===== src/rtl/key_step_conditioner.sv =====
// Pushbutton conditioner: synchronises and debounces an active-low key and emits
// one-cycle step pulses (with optional auto-repeat) plus the mode captured at each step.
//
// state        | meaning
// S_IDLE       | key released and debounced
// S_DB_PRESS   | key seen pressed, waiting for it to stay stable
// S_HELD       | press accepted, counting towards the first auto-repeat
// S_REPEAT     | auto-repeating every REPEAT_PERIOD cycles
// S_DB_RELEASE | key seen released, waiting for it to stay stable
module key_step_conditioner #(
  parameter int DEBOUNCE_CYCLES = 250000,
  parameter int REPEAT_DELAY    = 25000000,
  parameter int REPEAT_PERIOD   = 5000000,
  parameter int CNT_W           = 25
) (
  input  logic       CLOCK_50,
  input  logic       reset,
  input  logic       key_n,
  input  logic [1:0] mode_in,
  input  logic       repeat_en,
  output logic       step,
  output logic [1:0] step_mode,
  output logic       key_down
);

  localparam logic [2:0] S_IDLE       = 3'd0;
  localparam logic [2:0] S_DB_PRESS   = 3'd1;
  localparam logic [2:0] S_HELD       = 3'd2;
  localparam logic [2:0] S_REPEAT     = 3'd3;
  localparam logic [2:0] S_DB_RELEASE = 3'd4;

  localparam logic [CNT_W-1:0] DB_LAST = CNT_W'(DEBOUNCE_CYCLES - 1);
  localparam logic [CNT_W-1:0] RD_LAST = CNT_W'(REPEAT_DELAY - 1);
  localparam logic [CNT_W-1:0] RP_LAST = CNT_W'(REPEAT_PERIOD - 1);

  logic             key_meta_q, key_meta_d;
  logic             key_sync_q, key_sync_d;
  logic [1:0]       mode_meta_q, mode_meta_d;
  logic [1:0]       mode_sync_q, mode_sync_d;
  logic [2:0]       state_q, state_d;
  logic [CNT_W-1:0] cnt_q, cnt_d;
  logic             step_q, step_d;
  logic [1:0]       step_mode_q, step_mode_d;
  logic             key_down_q, key_down_d;
  logic             key_p;
  logic             fire;

  always_comb begin
    key_meta_d  = key_n;
    key_sync_d  = key_meta_q;
    mode_meta_d = mode_in;
    mode_sync_d = mode_meta_q;
    key_p       = ~key_sync_q;

    state_d     = state_q;
    cnt_d       = cnt_q;
    step_d      = 1'b0;
    step_mode_d = step_mode_q;
    fire        = 1'b0;

    case (state_q)
      S_IDLE: begin
        if (key_p) state_d = S_DB_PRESS;
      end
      S_DB_PRESS: begin
        if (!key_p) begin
          state_d = S_IDLE;
        end else if (cnt_q == DB_LAST) begin
          state_d = S_HELD;
          fire    = 1'b1;
        end else begin
          cnt_d = cnt_q + 1'b1;
        end
      end
      S_HELD: begin
        if (!key_p) begin
          state_d = S_DB_RELEASE;
        end else if (repeat_en && (cnt_q == RD_LAST)) begin
          state_d = S_REPEAT;
          fire    = 1'b1;
        end else if (cnt_q != RD_LAST) begin
          // Saturate so a late repeat_en starts repeating on the very next edge.
          cnt_d = cnt_q + 1'b1;
        end
      end
      S_REPEAT: begin
        if (!key_p) begin
          state_d = S_DB_RELEASE;
        end else if (!repeat_en) begin
          state_d = S_HELD;
        end else if (cnt_q == RP_LAST) begin
          fire  = 1'b1;
          cnt_d = '0;
        end else begin
          cnt_d = cnt_q + 1'b1;
        end
      end
      S_DB_RELEASE: begin
        if (key_p) begin
          state_d = S_HELD;
        end else if (cnt_q == DB_LAST) begin
          state_d = S_IDLE;
        end else begin
          cnt_d = cnt_q + 1'b1;
        end
      end
      default: begin
        state_d = S_IDLE;
      end
    endcase

    if (state_d != state_q) cnt_d = '0;

    if (fire) begin
      step_d      = 1'b1;
      step_mode_d = mode_sync_q;
    end

    key_down_d = (state_d == S_HELD) || (state_d == S_REPEAT) ||
                 (state_d == S_DB_RELEASE);
  end

  always_ff @(posedge CLOCK_50) begin
    if (reset) begin
      key_meta_q  <= 1'b1;
      key_sync_q  <= 1'b1;
      mode_meta_q <= 2'b00;
      mode_sync_q <= 2'b00;
      state_q     <= S_IDLE;
      cnt_q       <= '0;
      step_q      <= 1'b0;
      step_mode_q <= 2'b00;
      key_down_q  <= 1'b0;
    end else begin
      key_meta_q  <= key_meta_d;
      key_sync_q  <= key_sync_d;
      mode_meta_q <= mode_meta_d;
      mode_sync_q <= mode_sync_d;
      state_q     <= state_d;
      cnt_q       <= cnt_d;
      step_q      <= step_d;
      step_mode_q <= step_mode_d;
      key_down_q  <= key_down_d;
    end
  end

  assign step      = step_q;
  assign step_mode = step_mode_q;
  assign key_down  = key_down_q;

endmodule


===== config.mk =====
export PLATFORM = sky130hd
export DESIGN_NAME = key_step_conditioner
export DESIGN_NICKNAME = d
export VERILOG_FILES = /design/src/rtl/key_step_conditioner.sv
export SDC_FILE = /design/constraint.sdc
export NUM_CORES = 1
export LEC_CHECK = 0
export ABC_AREA = 1
export ABC_CLOCK_PERIOD_IN_PS = 1900
export BUFFER_PORTS_ARGS = -buffer_cell sky130_fd_sc_hd__buf_4
export CAP_MARGIN = 20
export CELL_PAD_IN_SITES_DETAIL_PLACEMENT = 0
export CELL_PAD_IN_SITES_GLOBAL_PLACEMENT = 1
export CORE_ASPECT_RATIO = 1.25
export CORE_MARGIN = 2
export CORE_UTILIZATION = 39
export DETAILED_ROUTE_END_ITERATION = 6
export MAX_ROUTING_LAYER = met4
export PLACE_DENSITY = 0.74
export SETUP_SLACK_MARGIN = 0.3
export SYNTH_ARGS = -nofsm -noshare
export SYNTH_HDL_FRONTEND = slang
export SYNTH_SLANG_ARGS = --single-unit

===== constraint.sdc =====
create_clock -name CLOCK_50 -period 1.9 [get_ports CLOCK_50]
set_input_delay 0.285 -clock CLOCK_50 [delete_from_list [all_inputs] [get_ports CLOCK_50]]
set_output_delay 0.285 -clock CLOCK_50 [all_outputs]
set_load 0.02 [all_outputs]

# Yosys cells after proc, flatten, opt, wreduce, memory -nomap -nowiden

Cells that the tools add are included.

Flip-flop bits (word level): 38
Input port bits: 6
Output and inout port bits: 4
Logic and storage cells: 65

Add/sub/neg operators: 1
Equal/unequal tests: 19
Multiplexer cells: 29
Reductions and logical operators: 7

Operator list:

| kind                                                               | count |
|---|---|
| 25-bit 2-to-1 mux                                                  | 9 |
| 25-bit case mux with 4 select lines                                | 1 |
| 3-bit 2-to-1 mux                                                   | 9 |
| 25-bit by 1-bit adder with 25-bit output (second input constant)   | 1 |
| 25-bit by 18-bit == test with 1-bit output (second input constant) | 1 |
| 25-bit by 23-bit == test with 1-bit output (second input constant) | 1 |
| 25-bit == test (second input constant)                             | 1 |
| 25-bit inequality test (second input constant)                     | 1 |
| 3-bit case mux with 5 select lines                                 | 1 |
| 2-bit inequality test (second input constant)                      | 7 |
| 3-bit by 2-bit == test with 1-bit output (second input constant)   | 4 |
| 1-bit 2-to-1 mux                                                   | 8 |
| 8-bit AND reduction                                                | 1 |
| 3-bit == test (second input constant)                              | 2 |
| 4-bit nonzero test                                                 | 1 |
| 3-bit by 1-bit == test with 1-bit output (second input constant)   | 1 |
| 3-bit logical NOT                                                  | 1 |
| 3-bit inequality test                                              | 1 |
| 1-bit case mux with 3 select lines                                 | 1 |
| 1-bit logical OR                                                   | 2 |
| 2-bit OR reduction                                                 | 1 |
| 1-bit logical AND                                                  | 1 |

# Depth between registers and ports, before layout

Depth in word-level cells: 8
Depth in mapped cells: 14
Mapped depth without buffers: 13

# Least setup slack after synthesis

OpenSTA, ideal clock, no wires.

Path kind: reg-to-reg
Start point: register cnt_q[0]
End point: register cnt_q[1]
Setup time: 0.119 ns
Arrival time: 1.724 ns
Data required time: 1.781 ns
Slack: 0.058 ns
Stages on the path, launching flop included: 14
Path buffers: 1
Period minus slack after synthesis: 1.842 ns
Cells stage by stage: dfxtp_1 -> ha_1 -> inv_2 -> nor2_8 -> nand3_2 -> nor2_2 -> nand3_1 -> nand2_1 -> nand2_2 -> nand2_1 -> nand2_2 -> nand3_4 -> buf_6 -> nor2_2

Word-level cells in the longest chain between the ends: 7
Elaborated cells on any way between the ends: 28
Those cells by class: add/sub: 1; eq/ne: 7; mux: 17; reduce/logical: 3

RTL lines:

| what                                                                                             | RTL line | RTL |
|---|---|---|
| from (decl)                                                                                      | 41       | `logic [CNT_W-1:0] cnt_q, cnt_d;` |
| from (signal assigned)                                                                           | 140      | `cnt_q <= cnt_d;` |
| parallel branches: the longest is 7 deep, another holds 25-bit by 1-bit adder with 25-bit output | n/a      |  |

Several ways; the timed one is not identified. The select of a mux whose other input is x is not followed.
A chain may end at the register's enable or synchronous reset.

# Worst setup path after layout

Start point: register cnt_q[1]
End point: register cnt_q[20]

The elaborated chain is that of the path after synthesis.

==> reports/results.ini <==
[floorplanning]
fp-row-count = 33
core_area_um2 = 6524
die_x_um = 77.14
start_util_pct = 39.97
die-area_um2 = 7360
die_y_um = 95.42
io_pins = 10

[pwr]
seqPwrFrac_pct = 49.5
power_density_nw_per_um2 = 494.8
internal_power_mw = 1.240
power.total_mw = 1.623
ir_drop_mv = 0.3890
combPwrFrac_pct = 6.4
p_sw_uw = 382.3
clkPwrFrac_pct = 44.1
sw_frac_of_total_pct = 23.56
p_leak_nw = 1.278

[logic_synthesis]
yosysTopAreaCellShare_pct = 29.17
synthMuxAreaShare_pct = 0
synth-seq-cells = 38
syn_avg_cell_area_um2 = 6.050
synth_fa_ha_area_share_pct = 0.4798
synth_simple_gate_area_share_pct = 45.20
synth_nets = 438
synthTopCellsByArea = dfxtp_1, nand2_1, nor2_1, inv_1, nor2_2
synth_compound_area_share_pct = 8.637
syn_area_um2 = 2608
synth_top_family_by_area = simple AND/OR/NAND/NOR gates
ys_types = 30
synthCells = 431
seq_area_frac_synth_pct = 29.17
synth_xor_area_share_pct = 5.038
ys_warn_count = 0
synth_area_leader_cell = dfxtp_1

[route]
post_drt_wl_per_cell_um = 13.35
vias_per_cell = 4.766
dr.first_iter.drc_count = 152
ant_nets = 0
drc = 0
wirelength_um = 7407
num_vias = 2645
dr.pass1.iters = 4

[setup_path]
end_kind = register
arrival_ps = 2040
crit_fanout = 5
r2r_slack_ps = 120
start_kind = register
setup.worst_path.class = reg -> reg
crit_required_ps = 2150

[layout]
fin_nets = 474
final_cell_mix = nand2_1, nor2_1, inv_1, buf_4, nor2_2
drive_above_1_share_pct = 27.78
fin_util_pct = 50.27
final_common_cell = nand2_1
insertedDiodeCount = 0
syn2layout_area_growth_pct = 25.77

[clock_tree]
cts_buffers = 5
insertion_delay_ps = 300
htree_levels = 2
clockBufferDepth = 2
cts.sinks = 38
cts_tree = yes
root_buffer = clkbuf_8
clkTransAtPathRegs_ps = 90

[timing]
slew_violations = 0
final_hold_viol_count = 0
fin_crit_sh_pct = 93.92
clock.fmax_mhz = 560.4
max_slew_margin_pct = 75.20
worst_pin_slew_ps = 370.2
fin_skew_ps = 9.228
rsz0062_at_grt = true
fin_crit_ps = 1784
final-setup-viol-count = 0
hold_slack_ps = 168.5

[placed_design]
dp_hpwl_um = 5577
port_buffers = 9
gp_routability_congestion = 0.9976

[outcome]
status = finished, final reports clean

[global_route]
groute.usage.overall_pct = 21.59
grt_first_pass_wirelength_um = 11940
grt_max_degree = 29
overflow = 0
antenna_found_initial = 0
grt_pass1_vias = 2550

[worst_hold_path]
hold_class = in -> reg

[flow_run]
drv_cap = 0

[what timing repair did]
item | in CTS | in global routing
hold buffers | 0 | 0
pin swaps | 1 | 1
resized for setup | 28 | 24
gates cloned | 1 | 1
setup endpoints to repair | 27 | 28
endpoints found under the hold margin | 0 | 0
buffers inserted | 6 | 4
[critical path, stage by stage (launching register included)]
cell     delay, ps
dfxtp_2        360
ha_4           150
inv_4           40
nor2_8         130
inv_4           50
buf_4          120
buf_4          120
nor3_1         310
xor2_1         120
o21ai_0        160
inv_1           70
nor2_2          90
[cell families after synthesis]
kind of cell	count (synthesis)
and+or+nand+nor	265
buffers and inverters	70
AOI/OAI and AO/OA	42
DFF	38
xor gates and xnor gates	15
adders and majority gates	1
[stage by stage]
step           instances  worst slack, ps  TNS [ps]  area, µm²
6_report             555            115.6         0       3279
5_1_grt              555           -4.692    -4.692       3279
4_1_cts              550            152.5         0       3159
3_5_place_dp         535            96.37         0       2915
3_3_place_gp         535            76.39         0       2915
2_1_floorplan        431            269.3         0       2635
[area by class of cell]
cell class / instances / area, µm²
clock inverters: 3 / 43.79
multi-input cells: 323 / 1657
well taps: 87 / 108.9
flip-flops and latches: 38 / 789.5
clock buffers: 5 / 68.82
repair buffers: 39 / 380.4
fillers: 718 / 3244
inverters: 60 / 231.5
[state kept, by name, summed over array words and instances, names as in the netlist]
| name | flops |
|---|---|
| cnt_q | 25 |
| step | 1 |
| key_sync_q | 1 |
| mode_meta_q | 2 |
| state_q | 3 |
| step_mode | 2 |
| key_meta_q | 1 |
| mode_sync_q | 2 |
| key_down | 1 |
[worst paths after layout]
path | startpoint | cells past startpoint | endpoint
worst max register to register | cnt_q[1]$_SDFFE_PP0P_ | 11 | cnt_q[20]$_SDFFE_PP0P_
worst min-delay path | key_n | 2 | key_meta_q$_SDFF_PP1_
worst min register to register | mode_meta_q[0]$_SDFF_PP0_ | 2 | mode_sync_q[0]$_SDFF_PP0_
worst max-delay path | cnt_q[1]$_SDFFE_PP0P_ | 11 | cnt_q[20]$_SDFFE_PP0P_
[metal layers]
| metal | vias to the layer above | GRT usage (%) | wire length, µm |
|---|---|---|---|
| met4 | 0 | 9.673 | 193 |
| met3 | 17 | 3.220 | 229 |
| li1 | 1396 | - | - |
| met1 | 1187 | 22.23 | 3003 |
| met5 | - | - | 0 |
| met2 | 45 | 40.65 | 3982 |
[power groups by stage]
stage	Sequential [mW]	Clock (mW)	Combinational, mW
5_1_grt	0.805	0.755	0.111
4_1_cts	0.804	0.731	0.0903
2_1_floorplan	0.822	0	0.0510
6_report	0.804	0.715	0.104
3_5_place_dp	0.823	0	0.0764
3_3_place_gp	0.823	0	0.0762
[synthesized netlist by cell type]
cell type  count
buf_2          2
ha_1           1
nor3_1         6
nand3_4        1
clkinv_1       1
buf_6          3
a31oi_1        1
o21ai_0       17
nand4_1        4
nor2_8         1
nand3_2        3
xnor2_1        1
a21oi_1       22
inv_1         56
nor2_2        23
a21oi_4        1
or2_2          3
nor4_1         1
clkbuf_1       2
nand3b_1       3
and2_1         1
xor2_1        14
nand2_2        5
o21bai_1       1
nor2_1        83
nand2_1      112
nand3_1       19
inv_2          3
buf_4          3
dfxtp_1       38
Note: power is estimated with default switching activity, not from simulation.
